`src/rtl/fifo_rr_scheduler_pkg.sv`:
```
`default_nettype none
// ------------------------------------------------------------------
// fifo_rr_scheduler_pkg : shared defaults and state encoding
// Rev 1.0
// ------------------------------------------------------------------
package fifo_rr_scheduler_pkg;

  localparam int DATA_SIZE_DEF = 10;
  localparam int NUM_REQ_DEF   = 4;
  localparam int GRANT_W_DEF   = 2;

  typedef enum logic [1:0] {
    ST_IDLE   = 2'd0,
    ST_ACTIVE = 2'd1,
    ST_PAUSE  = 2'd2
  } sched_state_e;

endpackage
`default_nettype wire

```
`src/rtl/fifo_rr_scheduler_rr_pick.sv`:
```
`default_nettype none
// ------------------------------------------------------------------
// rr_pick : first eligible requester at or after the pointer, wrapping
// Rev 1.0
// ------------------------------------------------------------------
module rr_pick
  import fifo_rr_scheduler_pkg::*;
#(
  parameter int NUM_REQ = NUM_REQ_DEF,
  parameter int GRANT_W = GRANT_W_DEF
) (
  input  logic [NUM_REQ-1:0] eligible_i,
  input  logic [GRANT_W-1:0] ptr_i,
  output logic [NUM_REQ-1:0] grant_o,
  output logic [GRANT_W-1:0] grant_idx_o,
  output logic               valid_o
);

  int                 pos;
  logic [GRANT_W-1:0] pos_w;

  always_comb begin
    grant_o     = '0;
    grant_idx_o = '0;
    valid_o     = 1'b0;
    pos         = 0;
    pos_w       = '0;
    for (int k = 0; k < NUM_REQ; k++) begin
      pos = int'(ptr_i) + k;
      if (pos >= NUM_REQ) pos = pos - NUM_REQ;
      pos_w = GRANT_W'(pos);
      if (!valid_o && eligible_i[pos_w]) begin
        valid_o         = 1'b1;
        grant_o[pos_w]  = 1'b1;
        grant_idx_o     = pos_w;
      end
    end
  end

endmodule
`default_nettype wire

```
`src/rtl/fifo_rr_scheduler.sv`:
```
`default_nettype none
// ------------------------------------------------------------------
// fifo_rr_scheduler : round-robin drain of per-class fifos into one egress fifo
// Rev 1.0
// ------------------------------------------------------------------
module fifo_rr_scheduler
  import fifo_rr_scheduler_pkg::*;
#(
  parameter int DATA_SIZE = DATA_SIZE_DEF,
  parameter int NUM_REQ   = NUM_REQ_DEF,
  parameter int GRANT_W   = GRANT_W_DEF
) (
  input  logic                         clk,
  input  logic                         reset,
  input  logic [NUM_REQ-1:0]           up_empty,
  input  logic [NUM_REQ-1:0]           up_almost_empty,
  input  logic [NUM_REQ*DATA_SIZE-1:0] up_data,
  output logic [NUM_REQ-1:0]           up_read,
  input  logic                         down_pause,
  output logic                         down_write,
  output logic [DATA_SIZE-1:0]         down_data,
  output logic [GRANT_W-1:0]           grant_idx,
  output logic [1:0]                   sched_state
);

  sched_state_e         state_q, state_d;
  logic [NUM_REQ-1:0]   up_read_q, up_read_d;
  logic [GRANT_W-1:0]   ptr_q, ptr_d;
  logic [GRANT_W-1:0]   grant_idx_q, grant_idx_d;
  logic                 cap_valid_q;
  logic [GRANT_W-1:0]   cap_idx_q;
  logic                 down_write_q;
  logic [DATA_SIZE-1:0] down_data_q;

  logic [NUM_REQ-1:0]   eligible;
  logic [NUM_REQ-1:0]   pick_grant;
  logic [GRANT_W-1:0]   pick_idx;
  logic                 pick_valid;
  logic [DATA_SIZE-1:0] up_word [NUM_REQ];

  for (genvar g = 0; g < NUM_REQ; g++) begin : g_slice
    assign up_word[g] = up_data[g*DATA_SIZE +: DATA_SIZE];
  end

  // up_empty lags the read edge, so a fifo read last cycle while nearly empty sits out one cycle
  assign eligible = ~up_empty & ~(up_read_q & up_almost_empty);

  rr_pick #(
    .NUM_REQ (NUM_REQ),
    .GRANT_W (GRANT_W)
  ) u_rr_pick (
    .eligible_i  (eligible),
    .ptr_i       (ptr_q),
    .grant_o     (pick_grant),
    .grant_idx_o (pick_idx),
    .valid_o     (pick_valid)
  );

  // Every state shares one rule: pause wins, otherwise grant whenever anyone is eligible
  always_comb begin
    state_d     = state_q;
    up_read_d   = '0;
    ptr_d       = ptr_q;
    grant_idx_d = grant_idx_q;
    if (down_pause) begin
      state_d = ST_PAUSE;
    end else if (pick_valid) begin
      state_d     = ST_ACTIVE;
      up_read_d   = pick_grant;
      grant_idx_d = pick_idx;
      ptr_d       = (pick_idx == GRANT_W'(NUM_REQ-1)) ? '0 : pick_idx + 1'b1;
    end else begin
      state_d = ST_IDLE;
    end
  end

  always_ff @(posedge clk or negedge reset) begin
    if (!reset) begin
      state_q      <= ST_IDLE;
      up_read_q    <= '0;
      ptr_q        <= '0;
      grant_idx_q  <= '0;
      cap_valid_q  <= 1'b0;
      cap_idx_q    <= '0;
      down_write_q <= 1'b0;
      down_data_q  <= '0;
    end else begin
      state_q      <= state_d;
      up_read_q    <= up_read_d;
      ptr_q        <= ptr_d;
      grant_idx_q  <= grant_idx_d;
      cap_valid_q  <= |up_read_q;
      if (|up_read_q) cap_idx_q <= grant_idx_q;
      down_write_q <= cap_valid_q;
      if (cap_valid_q) down_data_q <= up_word[cap_idx_q];
    end
  end

  assign up_read     = up_read_q;
  assign down_write  = down_write_q;
  assign down_data   = down_data_q;
  assign grant_idx   = grant_idx_q;
  assign sched_state = state_q;

endmodule
`default_nettype wire

```
`config.mk`:
```
export PLATFORM = sky130hd
export DESIGN_NAME = fifo_rr_scheduler
export DESIGN_NICKNAME = d
export VERILOG_FILES = /design/src/rtl/fifo_rr_scheduler_pkg.sv /design/src/rtl/fifo_rr_scheduler_rr_pick.sv /design/src/rtl/fifo_rr_scheduler.sv
export SDC_FILE = /design/constraint.sdc
export NUM_CORES = 1
export LEC_CHECK = 0
export CAP_MARGIN = 20
export CORE_MARGIN = 2
export CORE_UTILIZATION = 45
export CTS_CLUSTER_SIZE = 30
export DETAILED_ROUTE_END_ITERATION = 10
export PLACE_DENSITY = 0.85
export SLEW_MARGIN = 20
export SYNTH_ARGS = -nofsm -noshare
export SYNTH_HDL_FRONTEND = slang
export SYNTH_HIERARCHICAL = 1
export SYNTH_SLANG_ARGS = --single-unit
```
`constraint.sdc`:
```
create_clock -name clk -period 5.7 [get_ports clk]
set_input_delay 1.14 -clock clk [delete_from_list [all_inputs] [get_ports clk]]
set_output_delay 1.14 -clock clk [all_outputs]
set_load 0.005 [all_outputs]
```
==> impl_metrics.toml, run 1 <==
[floorplanning]
ios = 70
die_h_um = 63.31
row_count = 21
start_util = 0.4706
die_area_mm2 = 0.004008
core_mm2 = 0.003363
die_w_um = 63.31

[routing]
routed_wl_mm = 4.102
drcViolationCount = 0
drtIter0Drc = 55
route.antenna.remaining_nets = 0
routedWlPerCell_um = 16.67
drt_pass1_iterations = 4
routed_via_density = 5.598
num_vias = 1377

[critical_path]
path_delay_family = "multiplexers"
crit_required_ns = 5.91
max_stage_delay_ns = 0.64
r2r-start = "ptr_q[0]"
worstSetupStartpointType = "input pin"
cp_max_fo = 13
critPathCaptureType = "register"
arrival_ns = 3.66
critPathBufInv = 1
cpMaxStageDelayCell = "mux4_2"
worstSetupPathType = "in -> reg"
crit_chain = "clkdlybuf4s50_1, a21oi_1, mux4_2, nor4b_4, nor2_1, a32o_1, ha_1, mux2_2"
startpoint = "up_almost_empty[3]"

[power_and_ir_drop]
p_per_area_mw_per_mm2 = 509.9
p_int_uw = 709.4
power_frac_seq = 0.321
vdd_drop_max_mv = 0.2775
p_leak_nw = 0.9508
p_clk_frac = 0.072
fin_total_pwr_mw = 1.171
pwr-share-comb = 0.607
switchingPower_uw = 461.3
power.share.switching = 0.3940

[placed_design]
placedInstanceArea_mm2 = 0.002265
hpwl_mm = 3.378
place.gp.congestion = 0.9094
io_buffers = 69

[layout]
multiInputGateArea_um2 = 900.9
nets = 258
area_delta_synth_final_pct = 45.06
layout-drive-gt1-share = 0.08500
n_antenna_cell = 0
fillers = 281
register_area_um2 = 600.6
final_area_mm2 = 0.002296

[synthesis]
synth_top_cell_by_area = "dfrtp_1"
yosys-top-cells-area = "dfrtp_1 38%, mux2i_1 14%, o221ai_1 6.1%"
netlist_instances = 136
ys_ff_latch = 24
synth_area_per_cell_um2 = 11.64
synth.distinct_cells = 29
ys_warn_count = 6
yosysSeqAreaShare = 0.3794
synth_area_mm2 = 0.001583
syn_nets = 193
yosys.area.top_type_share = 0.3794

[timing]
tns_ns = 0
period_needed_ns = 3.445
hold_viol_final = 0
tightest_slew_ns = 1.041
max_freq_ghz = 0.2903
grt_setup_unrepaired = "no"
post-route-period-util = 0.6043
finalSetupViolCount = 0
drv_slew = 0
relSlewSlack = 0.3057
fin_skew_ns = 0.01714

[job]
cap_viol_max_count = 0

[clock_network]
cts_hold_buffers = 0
clock_sinks = 24
root_buffer = "clkbuf_4"
post_cts_buffers = 0
cts_inserted_buffers = 3
cts_tree = "yes"
cts.path.max_buffers = 2
clock_latency_ns = 0.31
clkTransAtPathRegs_ns = 0.13
cts.htree.levels = 1
cts_resized = 0

[global_routing]
grt.total_usage = 0.2250
grt_pass1_wl_mm = 7.134
grt_antenna_before_repair = 0
grt_max_degree = 25
overflow = 0
grt_pass1_vias = 1445

[worst_hold_path]
holdCritPathClass = "reg -> reg"
worstHoldStart = "down_data[5]"

[run_status]
status = "complete, no violations"
through the flow:
step	setup WS, ns	util	hold slack [ns]	instances
global placement	2.014	0.6734	0.4782	242
global route	2.129	0.6827	0.5325	246
finish	2.255	0.6827	0.5106	246
CTS	2.262	0.6842	0.5157	246
detailed placement	1.912	0.6734	0.4902	242
floorplan	2.593	-	0.3935	136
worst paths after layout:
kind | to | slack (ns) | cells past startpoint
max | ptr_q[1] | 2.26 | 8
min | down_data[5] | 0.51 | 2
max reg2reg | ptr_q[1] | 2.62 | 8
min reg2reg | down_data[5] | 0.51 | 2
max in group asynchronous | down_data[3] | 4.56 | 1
min in group asynchronous | down_data[7] | 0.78 | 1
worst min-delay path, delay by kind of cell, from the launching register on:
family / cells / cell delay, ns
AOI/OAI and AO/OA: 1 / 0.06
DFF: 1 / 0.36
and+or+nand+nor: 1 / 0.05
metal layers:
layer	share of wire	track usage	wire [um]	vias to the layer above
met5	0	0	0	-
met4	0.0029	0.05163	12	0
met3	0.082	0.06250	336	2
met2	0.49	0.3856	2000	70
met1	0.43	0.2834	1752	658
li1	-	-	-	647
state kept, by name, summed over array words and instances, names as in the netlist:
name and count:
cap_valid_q 1, down_write 1, grant_idx 2, down_data 10, up_read 4, ptr_q 2, cap_idx_q 2, sched_state 2
placed cells by master, fill, tap and decap left out, drive strengths merged:
| cell type | synthesis | layout |
|---|---|---|
| a21oi | 4 | 4 |
| a22oi | 8 | 8 |
| a32o | 1 | 1 |
| and2 | 4 | 4 |
| and2b | 1 | 1 |
| buf | 6 | 1 |
| clkbuf | 3 | 4 |
| clkdlybuf4s50 | 0 | 68 |
| dfrtp | 24 | 24 |
| ha | 6 | 6 |
| inv | 4 | 4 |
| mux2 | 7 | 7 |
| mux2i | 22 | 22 |
| mux4 | 4 | 4 |
| nand2 | 1 | 1 |
| nand2b | 13 | 13 |
| nor2 | 4 | 4 |
| nor2b | 2 | 2 |
| nor3 | 1 | 1 |
| nor4 | 2 | 2 |
| nor4b | 1 | 1 |
| o211ai | 1 | 1 |
| o21ai | 5 | 5 |
| o221ai | 11 | 11 |
| o31ai | 1 | 1 |
layout make-up:
| class | count | area share |
|---|---|---|
| Clock buffer | 4 | 0.01580 |
| Inverter | 4 | 0.006540 |
| Multi-Input combinational cell | 99 | 0.3924 |
| Sequential cell | 24 | 0.2616 |
| Tap cell | 46 | 0.02507 |
| Timing Repair Buffer | 69 | 0.2986 |
cell families (layout without fill, tap and decap cells):
kind of cell,Yosys count,count (layout),share of synthesized area
buffers and inverters,13,77,0.05137
muxes,33,33,0.2506
adders and majority gates,6,6,0.04743
DFF,24,24,0.3794
and+or+nand+nor,29,29,0.1281
AOI/OAI and AO/OA,31,31,0.1431
synth_stat cells:
master,number
dfrtp_1,24
mux2i_1,22
nand2b_1,13
o221ai_1,11
a22oi_1,8
mux2_2,7
ha_1,6
o21ai_0,5
a21oi_1,4
and2_1,4
buf_6,4
inv_1,4
nor2_1,4
clkbuf_1,2
mux4_1,2
mux4_2,2
nor2b_1,2
a32o_1,1
and2b_2,1
buf_1,1
buf_2,1
clkbuf_2,1
nand2_1,1
nor3_1,1
nor4_1,1
nor4_4,1
nor4b_4,1
o211ai_1,1
o31ai_1,1
power groups by stage:
stage	Sequential, mW	Clock [mW]	Combinational, mW
finish	0.376	0.0843	0.711
CTS	0.379	0.0875	0.715
global placement	0.371	0	0.679
detailed placement	0.382	0	0.714
floorplan	0.319	0	0.535
global route	0.394	0.0952	0.783
(Power assumes the default switching activity.)
==> run 2: changes to the inputs <==
--- a/config.mk
+++ b/config.mk
@@ -7,10 +7,10 @@
 export LEC_CHECK = 0
 export CAP_MARGIN = 20
 export CORE_MARGIN = 2
-export CORE_UTILIZATION = 45
+export CORE_UTILIZATION = 42
 export CTS_CLUSTER_SIZE = 30
 export DETAILED_ROUTE_END_ITERATION = 10
-export PLACE_DENSITY = 0.85
+export PLACE_DENSITY = 0.8
 export SLEW_MARGIN = 20
 export SYNTH_ARGS = -nofsm -noshare
 export SYNTH_HDL_FRONTEND = slang
==> constraint.sdc (replaced) <==
create_clock -name clk -period 3.3 [get_ports clk]
set_input_delay 0.66 -clock clk [delete_from_list [all_inputs] [get_ports clk]]
set_output_delay 0.66 -clock clk [all_outputs]
set_load 0.005 [all_outputs]
==> impl_metrics.toml, run 2 (synthesized netlist as in run 1, its figures left out) <==
[worst_hold_path]
min_path_cells = 2
holdCritPathClass = "reg -> reg"

[job]
cap_viol_max_count = 0

[floorplanning]
ios = 70
die_h_um = 65.39
row_count = 22
die_area_mm2 = 0.004276
core_mm2 = 0.003633
start_util = 0.4356
die_w_um = 65.39

[layout]
n_antenna_cell = 0
nets = 262
layout-drive-gt1-share = 0.09804
most-common-layout-cells = "69 x clkdlybuf4s50_1, 24 x dfrtp_1, 22 x mux2i_1, 13 x nand2b_1, 11 x o221ai_1"
final_common_cell = "clkdlybuf4s50_1"
area_delta_synth_final_pct = 49.64
fillers = 274
largest_reg_flops = 10

[clock_network]
clock_latency_ns = 0.26
post_cts_buffers = 0
clock_sinks = 24
cts_tree = "yes"
cts_inserted_buffers = 3
clkTransAtPathRegs_ns = 0.09
cts_hold_buffers = 0
root_buffer = "clkbuf_8"
cts.htree.levels = 1
cts.path.max_buffers = 2
cts_resized = 0

[timing]
period_needed_ns = 2.948
hold_viol_final = 0
relSlewSlack = 0.3129
tightest_slew_ns = 1.031
fin_skew_ns = 0.009301
post-route-period-util = 0.8932
finalSetupViolCount = 0
tns_ns = 0
max_freq_ghz = 0.3393
drv_slew = 0
grt_setup_unrepaired = "no"

[routing]
drt_pass1_iterations = 4
route.antenna.remaining_nets = 0
routed_wl_mm = 3.890
drtIter0Drc = 33
drcViolationCount = 0
routed_via_density = 5.310
routedWlPerCell_um = 15.44
num_vias = 1338

[global_routing]
grt_pass1_wl_mm = 6.334
grt_max_degree = 25
overflow = 0
grt_pass1_vias = 1326
grt.total_usage = 0.1873
grt_antenna_before_repair = 0

[critical_path]
worstSetupPathType = "in -> reg"
crit_chain = "clkdlybuf4s50_1, a21oi_1, mux4_2, nor4_1, nor2_1, a32o_1, ha_1, mux2_2"
r2r_cells = 7
path_delay_family = "multiplexers"
cpMaxStageDelayCell = "mux4_2"
critPathCaptureType = "register"
max_stage_delay_ns = 0.66
cp_max_fo = 13
crit_required_ns = 3.46
worstSetupStartpointType = "input pin"
arrival_ns = 3.10
cp_num_cells = 8
critPathBufInv = 1

[placed_design]
io_buffers = 69
hpwl_mm = 3.176
place.gp.congestion = 0.9019

[run_status]
status = "complete, no violations"

[power_and_ir_drop]
p_per_area_mw_per_mm2 = 902.4
fin_total_pwr_mw = 2.137
vdd_drop_max_mv = 0.4762
p_leak_nw = 0.9853
## run 2: changes by cell type in the layout (fill, tap and decap cells not counted), sizes merged
cell,previous run,this run
clkdlybuf4s50,68,69
clkbuf,4,3
bufinv,0,1
buf,1,4
## run 2: final cells by class
type                       instances  area [um^2]  area share
multi-input combinational         99        900.9      0.3803
timing repair buffer              73        720.7      0.3043
sequential                        24        600.6      0.2536
tap                               48        60.06     0.02536
clock buffer                       3        41.29     0.01743
clock inverter                     1        30.03     0.01268
inverter                           4        15.01    0.006339
## run 2: metal layers
layer  vias up  track usage  part of all wire
li1        649            -                 -
met1       633       0.2345              0.43
met2        52       0.3342              0.50
met3         4      0.03767             0.067
met4         0      0.03906            0.0044
met5         -            0                 0
## run 2: worst paths after layout
check	start	to	slack [ns]
max	up_almost_empty[3]	ptr_q[1]	0.35
min in group asynchronous	reset	down_data[7]	0.74
min reg2reg	down_data[0]	down_data[0]	0.50
max reg2reg	ptr_q[0]	ptr_q[1]	0.62
max in group asynchronous	reset	sched_state[1]	2.32
min	down_data[0]	down_data[0]	0.50
## run 2: through the flow
step	utilization	area (um^2)	hold slack (ns)	instances	setup WS, ns
after floorplan	-	1583	0.3644	136	0.6607
after global placement	0.6322	2297	0.4805	248	0.1744
after detailed placement	0.6322	2297	0.4888	248	0.1019
after CTS	0.6519	2369	0.5079	252	0.3814
after global routing	0.6519	2369	0.5300	252	0.2450
final	0.6519	2369	0.4979	252	0.3524
## run 2: worst register-to-register path: stages (launching register included)
cell and delay [ns]:
dfrtp_1 0.49, buf_4 0.23, mux4_2 0.66, nor4_1 0.36
nor2_1 0.07, a32o_1 0.24, ha_1 0.26, mux2_2 0.26
## run 2: power breakdown
group	internal, mW	switching, mW
logic	0.741	0.538
clock network	0.162	0.0888
registers	0.438	0.169
total	1.34	0.796
